**src/rtl/pc_fetch_if.sv**
```systemverilog
// pc_fetch_if: fetch-unit bus bundle.
// master = pc_fetch (EX control in, fetch/flush/trap out); slave = pipeline side.
interface pc_fetch_if #(
   parameter int n = 32
);
   logic         stall;
   logic         imem_ready;
   logic         brnch;
   logic         is_branch;
   logic         is_jal;
   logic         is_jalr;
   logic [n-1:0] ex_pc;
   logic [n-1:0] ex_imm;
   logic [n-1:0] ex_rs1;
   logic [n-1:0] pc;
   logic [n-1:0] pc_plus4;
   logic         imem_req;
   logic         if_valid;
   logic         flush;
   logic         misalign;
   logic [n-1:0] mepc;

   modport master (
      input  stall, imem_ready, brnch,
      input  is_branch, is_jal, is_jalr,
      input  ex_pc, ex_imm, ex_rs1,
      output pc, pc_plus4, imem_req,
      output if_valid, flush, misalign, mepc
   );

   modport slave (
      output stall, imem_ready, brnch,
      output is_branch, is_jal, is_jalr,
      output ex_pc, ex_imm, ex_rs1,
      input  pc, pc_plus4, imem_req,
      input  if_valid, flush, misalign, mepc
   );
endinterface

```
**src/rtl/pc_fetch.sv**
```systemverilog
// pc_fetch: program counter, next-PC select, redirect flush, misalign trap.
// Ports: clock, nReset (sync, active-low), bus (pc_fetch_if.master).
module pc_fetch #(
   parameter int         n         = 32,
   parameter logic [n-1:0] RESET_VEC = 32'h0000_0000,
   parameter logic [n-1:0] TRAP_VEC  = 32'h0000_0100
) (
   input logic       clock,
   input logic       nReset,
   pc_fetch_if.master bus
);
   typedef enum logic [1:0] {
      S_BOOT, S_RUN, S_WAIT, S_TRAP
   } state_t;

   state_t       state;
   logic [n-1:0] pc_q;
   logic [n-1:0] pend_q;
   logic [n-1:0] mepc_q;
   logic         req_q;
   logic         mis_q;

   logic         redirect;
   logic         bad;
   logic [n-1:0] sum;
   logic [n-1:0] target;
   logic [n-1:0] pc_p4;
   logic         run;

   always_comb begin
      redirect = (bus.is_branch & bus.brnch)
               | bus.is_jal | bus.is_jalr;
      sum      = bus.is_jalr ? (bus.ex_rs1 + bus.ex_imm)
                             : (bus.ex_pc + bus.ex_imm);
      // JALR clears bit 0 of its sum
      target   = bus.is_jalr ? {sum[n-1:1], 1'b0} : sum;
      bad      = redirect & (target[1:0] != 2'b00);
      pc_p4    = pc_q + n'(4);
      run      = (state == S_RUN);
   end

   assign bus.pc       = pc_q;
   assign bus.pc_plus4 = pc_p4;
   assign bus.imem_req = req_q;
   assign bus.misalign = mis_q;
   assign bus.mepc     = mepc_q;
   assign bus.flush    = run & redirect;
   assign bus.if_valid = run & bus.imem_ready
                       & ~bus.stall & ~redirect;

   always_ff @(posedge clock) begin
      if (!nReset) begin
         state  <= S_BOOT;
         pc_q   <= RESET_VEC;
         pend_q <= '0;
         mepc_q <= '0;
         req_q  <= 1'b0;
         mis_q  <= 1'b0;
      end else begin
         mis_q <= 1'b0;
         unique case (state)
            S_BOOT: begin
               state <= S_RUN;
               req_q <= 1'b1;
            end
            S_RUN: begin
               if (bad) begin
                  pc_q   <= TRAP_VEC;
                  mepc_q <= bus.ex_pc;
                  mis_q  <= 1'b1;
                  req_q  <= 1'b0;
                  state  <= S_TRAP;
               end else if (redirect & bus.imem_ready) begin
                  pc_q <= target;
               end else if (redirect) begin
                  // memory busy: park target until it accepts
                  pend_q <= target;
                  state  <= S_WAIT;
               end else if (!bus.stall && bus.imem_ready) begin
                  pc_q <= pc_p4;
               end
            end
            S_WAIT: begin
               if (bus.imem_ready) begin
                  pc_q  <= pend_q;
                  state <= S_RUN;
               end
            end
            S_TRAP: begin
               state <= S_RUN;
               req_q <= 1'b1;
            end
         endcase
      end
   end
endmodule

```
**src/flat_wrapper.sv**
```systemverilog
// flat-port wrapper written by rule: the top's interface ports become plain ports
module pc_fetch_flat 
#(
   parameter int         n         = 32,
   parameter logic [n-1:0] RESET_VEC = 32'h0000_0000,
   parameter logic [n-1:0] TRAP_VEC  = 32'h0000_0100
)
  (clock, nReset, bus_stall, bus_imem_ready, bus_brnch, bus_is_branch, bus_is_jal, bus_is_jalr, bus_ex_pc, bus_ex_imm, bus_ex_rs1, bus_pc, bus_pc_plus4, bus_imem_req, bus_if_valid, bus_flush, bus_misalign, bus_mepc);
  pc_fetch_if #(.n(n)) bus_i ();
  input logic clock;
  input logic nReset;
  input wire logic [$bits(bus_i.stall)-1:0] bus_stall;
  input wire logic [$bits(bus_i.imem_ready)-1:0] bus_imem_ready;
  input wire logic [$bits(bus_i.brnch)-1:0] bus_brnch;
  input wire logic [$bits(bus_i.is_branch)-1:0] bus_is_branch;
  input wire logic [$bits(bus_i.is_jal)-1:0] bus_is_jal;
  input wire logic [$bits(bus_i.is_jalr)-1:0] bus_is_jalr;
  input wire logic [$bits(bus_i.ex_pc)-1:0] bus_ex_pc;
  input wire logic [$bits(bus_i.ex_imm)-1:0] bus_ex_imm;
  input wire logic [$bits(bus_i.ex_rs1)-1:0] bus_ex_rs1;
  output wire logic [$bits(bus_i.pc)-1:0] bus_pc;
  output wire logic [$bits(bus_i.pc_plus4)-1:0] bus_pc_plus4;
  output wire logic [$bits(bus_i.imem_req)-1:0] bus_imem_req;
  output wire logic [$bits(bus_i.if_valid)-1:0] bus_if_valid;
  output wire logic [$bits(bus_i.flush)-1:0] bus_flush;
  output wire logic [$bits(bus_i.misalign)-1:0] bus_misalign;
  output wire logic [$bits(bus_i.mepc)-1:0] bus_mepc;
  assign bus_i.stall = bus_stall;
  assign bus_i.imem_ready = bus_imem_ready;
  assign bus_i.brnch = bus_brnch;
  assign bus_i.is_branch = bus_is_branch;
  assign bus_i.is_jal = bus_is_jal;
  assign bus_i.is_jalr = bus_is_jalr;
  assign bus_i.ex_pc = bus_ex_pc;
  assign bus_i.ex_imm = bus_ex_imm;
  assign bus_i.ex_rs1 = bus_ex_rs1;
  assign bus_pc = bus_i.pc;
  assign bus_pc_plus4 = bus_i.pc_plus4;
  assign bus_imem_req = bus_i.imem_req;
  assign bus_if_valid = bus_i.if_valid;
  assign bus_flush = bus_i.flush;
  assign bus_misalign = bus_i.misalign;
  assign bus_mepc = bus_i.mepc;
  pc_fetch #(.n(n), .RESET_VEC(RESET_VEC), .TRAP_VEC(TRAP_VEC)) u_core (.clock(clock), .nReset(nReset), .bus(bus_i));
endmodule
```
**config.mk**
```make
export PLATFORM = sky130hd
export DESIGN_NAME = pc_fetch_flat
export DESIGN_NICKNAME = d
export VERILOG_FILES = /design/src/rtl/pc_fetch_if.sv /design/src/rtl/pc_fetch.sv /design/src/flat_wrapper.sv
export SDC_FILE = /design/constraint.sdc
export NUM_CORES = 1
export LEC_CHECK = 0
export CAP_MARGIN = 20
export CORE_ASPECT_RATIO = 0.8
export CORE_MARGIN = 2
export CORE_UTILIZATION = 52
export DETAILED_ROUTE_END_ITERATION = 12
export GPL_TIMING_DRIVEN = 1
export PLACE_DENSITY_LB_ADDON = 0.1
export REMOVE_ABC_BUFFERS = 1
export SLEW_MARGIN = 30
export SYNTH_ARGS = -nofsm -noshare
export SYNTH_HDL_FRONTEND = slang
export SYNTH_SLANG_ARGS = --single-unit
```
**constraint.sdc**
```tcl
create_clock -name clock -period 6.98 [get_ports clock]
set_input_delay 1.396 -clock clock [delete_from_list [all_inputs] [get_ports clock]]
set_output_delay 1.396 -clock clock [all_outputs]
set_load 0.05 [all_outputs]
```
* Yosys cells after proc, flatten, opt, wreduce, memory -nomap -nowiden *
Cells that the tools add are included.

operators by class
  reductions and logical operators = 13
  bitwise gates (word level) = 13
  add/sub/neg operators = 3
  muxes and demuxes = 16
  equality and inequality tests = 9

operators with widths
  operator                                                number
  two-way mux 32 bit                                      6
  adder 32 bit                                            2
  one-hot mux 32 bit (2 select lines)                     1
  adder 32 x 3 -> 32 bit (second input constant)          1
  two-way mux 2 bit                                       4
  AND reduction 4 bit                                     2
  bitwise AND 1 bit                                       7
  one-hot mux 2 bit (3 select lines)                      1
  AND reduction 2 bit                                     3
  nonzero test 2 bit                                      3
  == test 2 bit (second input constant)                   2
  inequality test 4 x 3 -> 1 bit (second input constant)  1
  inequality test 4 bit (second input constant)           1
  NOT 1 bit                                               4
  two-way mux 1 bit                                       3
  inequality test 3 x 1 -> 1 bit (second input constant)  1
  inequality test 3 x 2 -> 1 bit (second input constant)  1
  AND reduction 3 bit                                     1
  == test 2 x 1 -> 1 bit (second input constant)          1
  logical NOT 2 bit                                       1
  inequality test 2 x 1 -> 1 bit (second input constant)  1
  inequality test 2 bit (second input constant)           1
  OR 1 bit                                                2
  one-hot mux 1 bit (2 select lines)                      1
  other kinds (3)                                         3

storage, ports and cells
  input port bits = 104
  logic and storage cells = 60
  register bits = 100

* Depth between registers and ports, before layout *
  depth after elaboration = 7
  mapped depth = 14
  depth with buffers taken out = 12

* Worst setup path after synthesis *
No wires, ideal clock.

  kind = in2reg
  start point = in bus_is_jalr
  end point = reg u_core.pc_q[29], in the netlist u_core.bus.pc[29]
  required time = 6.901 ns
  stages on the path = 12
  data arrival time = 4.341 ns
  slack = 2.560 ns
  buffers on the path = 2
  cells stage by stage = buf_2 -> buf_1 -> mux2_2 -> ha_1 -> inv_1 -> fa_1 -> a21oi_2 -> o21ai_1 -> a211oi_4 -> nand3_2 -> or4_1 -> o211ai_1

between the ends
  longest elaborated chain between the ends = 6

RTL lines
  item                                                                                         line                text
  start, declared                                                                              flat_wrapper.sv:17  input wire logic [$bits(bus_i.is_jalr)-1:0] bus_is_jalr;
  two-way mux 32 bit                                                                           pc_fetch.sv:33      sum = bus.is_jalr ? (bus.ex_rs1 + bus.ex_imm)
  two-way mux 1 bit                                                                            pc_fetch.sv:36      target = bus.is_jalr ? {sum[n-1:1], 1'b0} : sum;
  nonzero test 2 bit                                                                           pc_fetch.sv:37      bad = redirect & (target[1:0] != 2'b00);
  bitwise AND 1 bit                                                                            pc_fetch.sv:37
  inequality test 4 bit (no line), or another cell as far along                                n/a
  AND reduction 4 bit (no line) / one-hot mux 32 bit (2 select lines) (equally long branches)  n/a
  end signal, assigned                                                                         pc_fetch.sv:74      pc_q <= target;
  end signal, assigned                                                                         pc_fetch.sv:80      pc_q <= pc_p4;
  end signal, assigned                                                                         pc_fetch.sv:85      pc_q <= pend_q;
  end, declared                                                                                pc_fetch.sv:17      logic [n-1:0] pc_q;

Several ways; a longest one is shown, not always the timed one.
A chain may end at the register's enable or synchronous reset.

* Worst setup path in the final report *
  start point = in bus_is_jalr
  end point = reg u_core.pc_q[27], in the netlist u_core.bus.pc[27]

Same word-level chain as after synthesis.

==> impl_results.md <==
- Status: completed
- Post-synth top cells: nand2_1 (157), dfxtp_1 (100), a21oi_1 (97)
- Post-synth EDFFs: 0
- Req. time, crit path: 7.26 ns
- Synth Instances: 879
- CP endpoint kind: flop
- H-Tree Depth: 3
- Fmax: 198 MHz
- Fraction of layout cells with a size suffix above 1: 0.0790
- Relative slew margins: 0.374
- Final core utilization: 0.717
- FFs w/ async S/R, synth: 0
- Dpl hpwl: 15,900 um
- ANT cells: 0
- Primary FF master, synth: dfxtp_1
- Slew @ Worst Pin: 0.938 ns
- Core footprint: 0.0128 mm2
- RSZ-0062 raised after global routing: no
- Finished Layout Cells: 1,226
- Residual DRC count: 0
- Avg Synthesized Cell Area: 7.71 um2
- Top cell type's share of synthesized area: 0.296
- Finished Cell Area: 0.00917 mm2
- TritonCTS buffer count: 9
- NetSw: 0.000989 W
- Antenna violations before repair: 0
- Worst skew pair latency: 0.35 ns
- Worst Clk Skew: 0.00883 ns
- FP Rows: 37
- Largest net degree at the start of global routing: 44
- Vias per inst: 5.94
- PortBufs: 203
- Max Slew Vio Count: 0
- Yosys top cell by area: dfxtp_1
- Vias in the first global route: 6,794
- Post-CTS sizing: 0
- Final setup fails: 0
- Clock sinks: 100
- Root Driver: clkbuf_16
- CP startpoint kind: primary input
- TritonCTS clock tree: done
- Seq/Total Area, Yosys: 0.296
- Clock power frac: 0.223
- Gate power share: 0.469
- Most numerous cell in the Yosys netlist: nand2_1
- Total GRT Usage: 0.299
- Final period utilization: 0.724
- Sw Share: 0.441
- Router iterations before antenna repair: 6
- Final ANT Viol Nets: 0
- Synth cell types: 74
- Cell area after synthesis: 0.00677 mm2
- PwrDens: 245 mW/mm2
- Final WL: 21,300 um
- Post-CTS Setup Inserts: 0
- Placed Instance Area: 0.00888 mm2
- Final-stage net count: 1,185
- Io pins: 204
- Layout Area Growth over Synthesis: 35.3%
- Grt total ovfl: 0
- Routed wire per std cell: 17.4 um
- Sum of negative setup slack: 0 ns
- Post-layout minimum cycle time: 5.05 ns
- Internal power: 0.00125 W
- Crit path max fanout: 27
- Chip width: 132 um
- Hold Path Class: flop to flop
- Die H: 106 um
- Worst-path clk slew: 0.08 ns
- Ys Warns: 0
- Final hold violations: 0
- Peak supply drop: 0.126 mV
- Post-synthesis register bit count: 100
- DR vias: 7,285
- Crit Path Class: primary input to flop
- Die area: 0.0140 mm2
- DRT iter0 DRCs: 859
- CP arrival: 5.33 ns
- Placer Congestion: 0.963
- # hold bufs at CTS: 0
- Max Cap Viol: 0
- Placed cells: 1,210
- Share of total power in sequential cells: 0.308
- CTS max path bufs: 2
- First-pass GRT wire length: 34,400 um
- Starting Density: 0.530
- Leak: 3.39 nW
- Largest cells by area after synthesis: dfxtp_1 (30%), nand2_1 (8.7%), a21oi_1 (7.2%)
## cell families after synthesis
logic type / after synthesis / share of synthesized area
buffers and inverters: 74 / 0.0436
and+or+nand+nor: 317 / 0.218
xor gates and xnor gates: 52 / 0.0672
DFF: 100 / 0.296
AOI/OAI and AO/OA: 267 / 0.254
adders and majority gates: 35 / 0.0658
muxes: 34 / 0.0560
## power by group through the flow
stage	registers, W	logic [W]	clock network (W)
2_1_floorplan	0.000854	0.000522	0
4_1_cts	0.000689	0.00104	0.000504
5_1_grt	0.000699	0.00112	0.000525
3_3_place_gp	0.000699	0.00104	0
6_report	0.000691	0.00105	0.000500
3_5_place_dp	0.000701	0.00104	0
## area by class of cell
type / instances / area, um2
multi-input combinational: 705 / 4490
fill: 1051 / 3610
timing repair buffer: 212 / 2100
sequential: 100 / 2000
clock buffer: 10 / 229
tap: 175 / 219
inverter: 18 / 67.6
clock inverter: 6 / 60.1
## cells in the final DEF (no fill, tap or decap), types with 12 or more instances in the layout
cell	n
clkdlybuf4s50_1	203
ha_1	34
xor2_1	22
nand2_1	156
o21ai_0	46
a221oi_1	21
dfxtp_1	100
mux2_2	30
and3_1	13
nor3_1	14
inv_1	17
a21oi_1	96
nor2_1	44
a31oi_1	13
nand3_1	25
xnor2_1	30
nand4_1	19
a21o_1	12
## through the flow
stage | power [W] | hold WS, ns | setup WS (ns)
6_report | 0.00224 | 0.453 | 1.93
5_1_grt | 0.00234 | 0.476 | 1.65
4_1_cts | 0.00224 | 0.457 | 1.96
3_5_place_dp | 0.00174 | 0.446 | 1.60
3_3_place_gp | 0.00173 | 0.439 | 1.58
2_1_floorplan | 0.00138 | 0.432 | 2.61
## final timing paths
kind	start	to	slack, ns	cells after the start
setup / recovery	bus_is_jalr	u_core.bus.pc[27]	1.93	12
hold / removal	u_core.bus.mepc[2]	u_core.bus.mepc[2]	0.45	2
setup reg to reg	u_core.bus.pc[2]	u_core.bus.pc[30]	4.31	9
hold reg to reg	u_core.bus.mepc[2]	u_core.bus.mepc[2]	0.45	2
## worst max-delay path: stages
cell             delay, ns
clkdlybuf4s50_1       0.78
buf_4                 0.42
mux2_2                0.38
ha_1                  0.40
and3_1                0.21
nand4_1               0.11
a21oi_2               0.22
nor2_1                0.09
o311ai_1              0.63
a31oi_1               0.29
xor2_1                0.20
o22ai_1               0.17
## layer usage
layer | vias to the layer above | global-route usage | part of all wire
li1 | 3507 | - | -
met1 | 3361 | 0.441 | 0.48
met2 | 389 | 0.424 | 0.41
met3 | 28 | 0.0854 | 0.10
met4 | 0 | 0.0800 | 0.011
met5 | - | 0 | 0
## sequential cells by signal, summed over array words and instances, names as in the netlist
| register | flops |
|---|---|
| u_core.bus.pc | 32 |
| u_core.state | 2 |
| u_core.bus.imem_req | 1 |
| u_core.bus.misalign | 1 |
| u_core.bus.mepc | 32 |
| u_core.pend_q | 32 |
No activity file was read; power rests on OpenSTA's default activity.
